File: config.mk
export PLATFORM = sky130hd
export DESIGN_NAME = fetch_queue
export DESIGN_NICKNAME = d
export VERILOG_FILES = /design/src/rtl/fetch_queue.sv
export SDC_FILE = /design/constraint.sdc
export NUM_CORES = 1
export LEC_CHECK = 0
export ABC_AREA = 1
export CELL_PAD_IN_SITES_DETAIL_PLACEMENT = 1
export CELL_PAD_IN_SITES_GLOBAL_PLACEMENT = 2
export CORE_MARGIN = 4
export CORE_UTILIZATION = 34
export DETAILED_ROUTE_END_ITERATION = 12
export PLACE_DENSITY_LB_ADDON = 0.1
export SETUP_SLACK_MARGIN = 0.15
export SYNTH_ARGS = -nofsm -noshare
export SYNTH_HDL_FRONTEND = slang
export SYNTH_SLANG_ARGS = --single-unit
File: constraint.sdc
create_clock -name clk_i -period 2.24 [get_ports clk_i]
set_clock_uncertainty 0.2 [all_clocks]
set_input_delay 0.56 -clock clk_i [delete_from_list [all_inputs] [get_ports clk_i]]
set_output_delay 0.56 -clock clk_i [all_outputs]
set_load 0.01 [all_outputs]
File: src/rtl/fetch_queue.sv
// Instruction fetch front-end: owns the fetch PC, issues req/ack reads to a
// variable-latency instruction memory and buffers returned instructions in a
// small FIFO ahead of the IF/ID register. Branch redirects flush the FIFO and
// restart fetch at the target; a request still in flight at redirect time is
// completed and its data thrown away (DROP state).
module fetch_queue #(
  parameter int          DEPTH    = 4,
  parameter logic [31:0] RESET_PC = 32'h0000_0000
) (
  input  logic                         clk_i,
  input  logic                         rst_i,
  input  logic                         start_i,
  input  logic                         stall_i,
  input  logic                         redirect_i,
  input  logic [31:0]                  redirect_pc_i,
  output logic                         imem_req_o,
  output logic [31:0]                  imem_addr_o,
  input  logic                         imem_ack_i,
  input  logic [31:0]                  imem_data_i,
  output logic                         valid_o,
  output logic [31:0]                  inst_o,
  output logic [31:0]                  addr_o,
  output logic [$clog2(DEPTH+1)-1:0]   count_o
);

  localparam int CW = $clog2(DEPTH + 1);
  localparam int PW = $clog2(DEPTH);

  typedef enum logic [1:0] {
    IDLE  = 2'd0,
    FETCH = 2'd1,
    DROP  = 2'd2
  } state_t;

  state_t          state_r;
  logic [31:0]     fpc_r;
  logic            req_r;
  logic [31:0]     req_addr_r;
  logic [CW-1:0]   count_r;
  logic            valid_r;
  logic [PW-1:0]   wr_ptr_r;
  logic [PW-1:0]   rd_ptr_r;
  logic [31:0]     inst_mem_r [DEPTH];
  logic [31:0]     addr_mem_r [DEPTH];

  logic            push_s;
  logic            pop_s;
  logic [CW-1:0]   count_nxt_s;
  logic [31:0]     fpc_nxt_s;
  logic            room_s;

  // Push/pop qualification, next occupancy and next fetch PC (redirect wins)
  always_comb begin
    push_s      = 1'b0;
    pop_s       = 1'b0;
    count_nxt_s = count_r;
    fpc_nxt_s   = fpc_r;
    if (redirect_i) begin
      count_nxt_s = {CW{1'b0}};
      fpc_nxt_s   = redirect_pc_i;
    end else begin
      push_s = (state_r == FETCH) && imem_ack_i;
      pop_s  = valid_r && !stall_i;
      if (push_s && !pop_s) begin
        count_nxt_s = count_r + CW'(1);
      end else if (pop_s && !push_s) begin
        count_nxt_s = count_r - CW'(1);
      end else begin
        count_nxt_s = count_r;
      end
      if (push_s) begin
        fpc_nxt_s = fpc_r + 32'd4;
      end else begin
        fpc_nxt_s = fpc_r;
      end
    end
    room_s = (count_nxt_s < CW'(DEPTH));
  end

  // Fetch FSM with registered request/address; address is frozen until ack
  always_ff @(posedge clk_i or negedge rst_i) begin
    if (!rst_i) begin
      state_r    <= IDLE;
      fpc_r      <= RESET_PC;
      req_r      <= 1'b0;
      req_addr_r <= RESET_PC;
    end else begin
      fpc_r <= fpc_nxt_s;
      case (state_r)
        IDLE: begin
          if (start_i && room_s) begin
            state_r    <= FETCH;
            req_r      <= 1'b1;
            req_addr_r <= fpc_nxt_s;
          end else begin
            state_r <= IDLE;
            req_r   <= 1'b0;
          end
        end
        FETCH: begin
          if (imem_ack_i) begin
            if (start_i && room_s) begin
              state_r    <= FETCH;
              req_r      <= 1'b1;
              req_addr_r <= fpc_nxt_s;
            end else begin
              state_r <= IDLE;
              req_r   <= 1'b0;
            end
          end else if (redirect_i) begin
            // keep the stale request alive; its data is dropped on ack
            state_r <= DROP;
            req_r   <= 1'b1;
          end else begin
            state_r <= FETCH;
            req_r   <= 1'b1;
          end
        end
        DROP: begin
          if (imem_ack_i) begin
            if (start_i && room_s) begin
              state_r    <= FETCH;
              req_r      <= 1'b1;
              req_addr_r <= fpc_nxt_s;
            end else begin
              state_r <= IDLE;
              req_r   <= 1'b0;
            end
          end else begin
            state_r <= DROP;
            req_r   <= 1'b1;
          end
        end
        default: begin
          state_r <= IDLE;
          req_r   <= 1'b0;
        end
      endcase
    end
  end

  // Instruction FIFO storage, pointers and occupancy; redirect empties it
  always_ff @(posedge clk_i or negedge rst_i) begin
    if (!rst_i) begin
      wr_ptr_r <= {PW{1'b0}};
      rd_ptr_r <= {PW{1'b0}};
      count_r  <= {CW{1'b0}};
      valid_r  <= 1'b0;
      for (int i = 0; i < DEPTH; i++) begin
        inst_mem_r[i] <= 32'd0;
        addr_mem_r[i] <= 32'd0;
      end
    end else begin
      count_r <= count_nxt_s;
      valid_r <= (count_nxt_s != {CW{1'b0}});
      if (redirect_i) begin
        wr_ptr_r <= {PW{1'b0}};
        rd_ptr_r <= {PW{1'b0}};
      end else begin
        if (push_s) begin
          inst_mem_r[wr_ptr_r] <= imem_data_i;
          addr_mem_r[wr_ptr_r] <= fpc_r + 32'd4;
          wr_ptr_r             <= wr_ptr_r + PW'(1);
        end
        if (pop_s) begin
          rd_ptr_r <= rd_ptr_r + PW'(1);
        end
      end
    end
  end

  assign imem_req_o  = req_r;
  assign imem_addr_o = req_addr_r;
  assign valid_o     = valid_r;
  assign inst_o      = inst_mem_r[rd_ptr_r];
  assign addr_o      = addr_mem_r[rd_ptr_r];
  assign count_o     = count_r;

endmodule

# Word-level counts from Yosys, hierarchy flattened
# Cells that the tools add are included.
# totals
ff_bits,331
inputBits,70
output_inout_bits,101
elab_cells,80
# classes
add_sub_neg,5
order_cmp,4
eq_ne,3
mux,32
bitwise_logic,3
reduce_logical,17
# ops
operator,n
two-way mux 32 bit,9
bitwise mux 128 bit,2
binary-select mux 32 bit (select 2 bit),2
demux 32 bit (select 2 bit),1
one-hot mux 32 bit (2 select lines),1
adder 32 x 3 -> 32 bit (second input constant),1
two-way mux 2 bit,7
two-way mux 3 bit,3
greater-or-equal comparator 3 bit (second input constant),2
logical AND 1 bit,6
NOT 2 -> 3 bit,2
one-hot mux 2 bit (3 select lines),1
nonzero test 2 bit,3
two-way mux 1 bit,5
adder 2 x 1 -> 2 bit (second input constant),2
AND reduction 2 bit,2
adder 3 x 1 -> 3 bit (second input constant),1
logical NOT 1 bit,3
less-than comparator 3 x 1 -> 1 bit (second input constant),1
less-than comparator 3 bit (second input constant),1
nonzero test 3 bit,1
subtractor 3 x 1 -> 3 bit (second input constant),1
equality test 2 x 1 -> 1 bit (second input constant),1
equality test 2 bit (second input constant),1
other kinds (5),5

# Longest topological paths before layout
# Gate-level depths: netlist (run 1).
# depth
depth_word,12
mapped_depth,14
mapped_depth_nobuf,13

# Least setup slack after synthesis (run 1)
# OpenSTA, ideal clock, no wires.
# synth_timing
kind,register to output
startpoint,register rd_ptr_r[0]
endpoint,output addr_o[10]
arrival_time_ns,1.364
required_time_ns,1.480
setup_slack_ns,0.116
path_stages_with_launch,7
n_path_buf,3
cell_sequence,dfrtp_1 buf_2 inv_1 buf_2 clkbuf_1 nor2_1 o22ai_1
# synth_between
elab_chain_len,4
# synth_rtl
item,line_no,source
"start, declared",42,logic [PW-1:0] rd_ptr_r;
"start signal, assigned",146,rd_ptr_r <= {PW{1'b0}};
"start signal, assigned",158,rd_ptr_r <= {PW{1'b0}};
"start signal, assigned",166,rd_ptr_r <= rd_ptr_r + PW'(1);
NOT 2 -> 3 bit (not written as such),176,assign addr_o = addr_mem_r[rd_ptr_r];
binary-select mux 32 bit (select 2 bit),176,
two-way mux 32 bit (not written as such) (2 in a row),176,
"end, declared",22,"output logic [31:0] addr_o,"
# Every way passes these cells. The select of a mux whose other input is x is not followed.

# Final worst setup path (run 1)
# layout_timing
startpoint,register rd_ptr_r[0]
endpoint,output addr_o[6]
# The elaborated chain is that of the path after synthesis.

==> qor.csv, run 1 <==
stage;metric;value;unit
power;peakVddDrop;0.531;mV
drt;drt_pass1_iterations;5;
placement;port_buffers;170;
worst_setup_path;timing.rr.start;state_r[1];
grt;antenna_found_initial;0;
outcome;status;finished with violations;
floorplan;fp.dieW;219;µm
drt;routed_via_density;5.21;
worst_setup_path;worstPathMaxFanout;6;
floorplan;dieArea;48000;µm²
worst_setup_path;reg2reg_depth;11;
cts;cts_buffers;40;
timing;finalHoldViolCount;0;
min_path;min-delay-start;addr_mem_r[60];
drt;routed_wl;65000;µm
timing;setup_violations;171;
timing;period_share;127;%
drt;drtIter0Drc;1038;
finish;areaGrowthSynthToFinish;56.7;%
timing;relSlewSlack;45.2;%
worst_setup_path;cp.required;1480;ps
logic_synthesis;synth_ff_type;dfrtp_1;
run;maxCapViolCount;0;
finish;multiInputGateArea;7750;µm²
logic_synthesis;syn_nets;1941;
logic_synthesis;yosysTopAreaCellShare;54.6;%
grt;grt_overflow_total;0;
cts;cts_tree;built;
logic_synthesis;ys_types;37;
finish;antenna_cells;0;
power;cellPowerDensity;1110;nW/µm²
grt;grt_pass1_wl;81900;µm
timing;worst_pin_slew;822;ps
timing;slew_violations;0;
worst_setup_path;reg2reg_to;inst_mem_r[47];
cts;clockBufferDepth;3;
cts;htree_levels;2;
cts;root_buffer;clkbuf_16;
drt;avgRoutedWirePerCell;23.1;µm
floorplan;core;44100;µm²
grt;grtUsageTotal;21.5;%
logic_synthesis;avgSynthCellArea;8.15;µm²
logic_synthesis;synth_cells;1860;
logic_synthesis;post-synth-top-count-cell;nand2_1;
min_path;holdCritPathClass;reg -> reg;
cts;cts.reportedPaths.clkPinSlew;60;ps
drt;ant_nets;0;
timing;max_freq;352;MHz
logic_synthesis;synth_area_leader_cell;dfrtp_1;
finish;fin_nets;2279;
grt;grt_max_degree;51;
floorplan;die_height;219;µm
finish;regArea;8290;µm²
logic_synthesis;async_flop_share;100;%
timing;rsz0062_at_grt;yes;
worst_setup_path;start_kind;flop;
floorplan;num_rows;77;
cts;clock-sinks;331;
logic_synthesis;synth_area_leaders;dfrtp_1, nand2_1, o21ai_0, nor2_1, inv_1;
logic_synthesis;synth-seq-cells;331;
logic_synthesis;synth_edf_count;0;
finish;final_core_util;53.9;%
logic_synthesis;ys_warn_count;0;
finish;drive_gt1_share;32.3;%
drt;drc;0;
finish;fill_cells;4959;
cts;clk_latency;570;ps
outcome;failed_checks;setup timing;
worst_setup_path;crit_arrival;2080;ps
worst_setup_path;regToRegSetupSlack;-150;ps
worst_setup_path;endpoint_kind;output pin;
placement;dpl.hpwl;33200;µm
drt;via_count;14703;
min_path;holdPathEnd;addr_mem_r[60];
floorplan;pin_count;171;
floorplan;floorplan.initialDensity;34.4;%
timing;period_needed;2840;ps
grt;grt_pass1_vias;14318;
logic_synthesis;seq_area_frac_synth;54.6;%
placement;routabilityCongestion;0.765;
power;total_power;26.5;mW
worst_setup_path;setup.worst_path.class;reg -> out;
timing;setup_ws;-601;ps
logic_synthesis;synthesis.area;15200;µm²
power;p_leak;11.3;nW
logic_synthesis;synth_top_cells_by_count;nand2_1, o21ai_0, dfrtp_1, nor2_1, inv_1;
min_path;min_path_cells;2;
## placed cells by master (no fill, tap or decap), types with 5 or more instances in the layout
cell type        instances
nand3_1                 19
buf_6                   47
clkinv_2                 6
nor2_2                  40
inv_1                  106
buf_2                   52
clkbuf_8                 8
buf_16                  18
nand2_1                479
dlygate4sd2_1           36
o21ai_0                187
nor2_1                 110
a21oi_1                  6
nand3b_1                 5
o21ai_4                 20
buf_4                   66
o21ai_1                 90
dfrtp_1                327
nand2_4                 45
nand2_2                 78
buf_12                  50
clkbuf_1                11
ha_1                     9
clkdlybuf4s50_1         68
nor2_4                  26
a22o_1                   7
nand2_8                 11
o22ai_1                 29
buf_8                   11
clkbuf_16               85
o21ai_2                 81
o22ai_2                 34
## metal layers
layer / track usage [%] / vias up / part of all wire (%)
met5: 0 / - / 0
met4: 5.56 / 0 / 3.1
met3: 3.25 / 116 / 4.3
met2: 36.8 / 348 / 50
met1: 28.7 / 7488 / 42
li1: - / 6751 / -
## sequential cells by signal, indices dropped and copies added, names as in the netlist
signal / cells
addr_mem_r: 128
inst_mem_r: 128
fpc_r: 32
imem_addr_o: 32
count_o: 3
rd_ptr_r: 2
state_r: 2
wr_ptr_r: 2
imem_req_o: 1
valid_o: 1
## layout make-up
class,count,share of cell area [%]
Timing Repair inverter,1,0.0684
Clock buffer,61,5.06
Timing Repair Buffer,395,21.5
Multi-Input combinational cell,1311,32.6
Inverter,118,2.10
Sequential cell,331,34.9
Tap cell,592,3.12
Clock inverter,11,0.711
## through the flow
stage | worst slack, ps | hold slack, ps | instance area [µm²] | instances | TNS (ps)
2_1_floorplan | 116 | 64.4 | 15200 | 1860 | 0
3_3_place_gp | -288 | 257 | 18500 | 2623 | -46970
3_5_place_dp | -318 | 260 | 18500 | 2623 | -55010
4_1_cts | -590 | 278 | 20700 | 2729 | -30900
5_1_grt | -626 | 306 | 23800 | 2820 | -50660
6_report | -601 | 278 | 23800 | 2820 | -33370
## critical path: stages, from the launching register on
cell and delay, ps:
dfrtp_4 560, buf_6 170, buf_8 130, buf_12 140, o21ai_2 140, o22ai_2 100, buf_4 150, buf_6 110
## power breakdown
group / total (mW) / switching, mW / leakage, nW / internal (mW)
logic: 10.7 / 5.69 / 6.29 / 4.99
registers: 8.89 / 1.31 / 4.38 / 7.58
clock network: 6.91 / 2.75 / 0.671 / 4.16
total: 26.5 / 9.75 / 11.3 / 16.7
## repair_timing
action	CTS	global route
setup buffers	19	22
cloned	14	70
hold endpoints to repair	34	0
resized for setup	505	489
hold buffers	1	0
setup endpoints to repair	115	166
pin swaps	54	85
## how the worst max path moves through the flow
stage	to	slack [ps]	depth (start not counted)	from
2_1_floorplan	addr_o[10]	120	6	rd_ptr_r[0]
3_3_place_gp	addr_o[6]	-290	6	rd_ptr_r[0]
3_5_place_dp	inst_o[8]	-320	6	rd_ptr_r[0]
4_1_cts	addr_o[5]	-590	7	rd_ptr_r[0]
5_1_grt	addr_o[6]	-630	7	rd_ptr_r[0]
6_report	addr_o[6]	-600	7	rd_ptr_r[0]
## logic make-up after synthesis
| family | synth area share [%] |
|---|---|
| AND/OR/NAND/NOR | 21.4 |
| AO/OA/AOI/OAI | 16.3 |
| flip-flops | 54.6 |
| buffers and inverters | 6.05 |
| XOR/XNOR | 0.734 |
| adder cells (fa/ha/maj) | 0.908 |
Note: power is estimated with default switching activity, not from simulation.
==> inputs of run 2 (changes only) <==
--- a/config.mk
+++ b/config.mk
@@ -13,6 +13,7 @@
 export DETAILED_ROUTE_END_ITERATION = 12
 export PLACE_DENSITY_LB_ADDON = 0.1
 export SETUP_SLACK_MARGIN = 0.15
+export SLEW_MARGIN = 5
 export SYNTH_ARGS = -nofsm -noshare
 export SYNTH_HDL_FRONTEND = slang
 export SYNTH_SLANG_ARGS = --single-unit
==> results of run 2 <==
Same layout as run 1: the final DEF is identical, and so are final timing and power.
==> inputs of run 3 (changes only) <==
--- a/config.mk
+++ b/config.mk
@@ -13,7 +13,6 @@
 export DETAILED_ROUTE_END_ITERATION = 12
 export PLACE_DENSITY_LB_ADDON = 0.1
 export SETUP_SLACK_MARGIN = 0.15
-export SLEW_MARGIN = 5
 export SYNTH_ARGS = -nofsm -noshare
 export SYNTH_HDL_FRONTEND = slang
 export SYNTH_SLANG_ARGS = --single-unit
==> results of run 3 <==
Same layout as run 1: the final DEF is identical, and so are final timing and power.
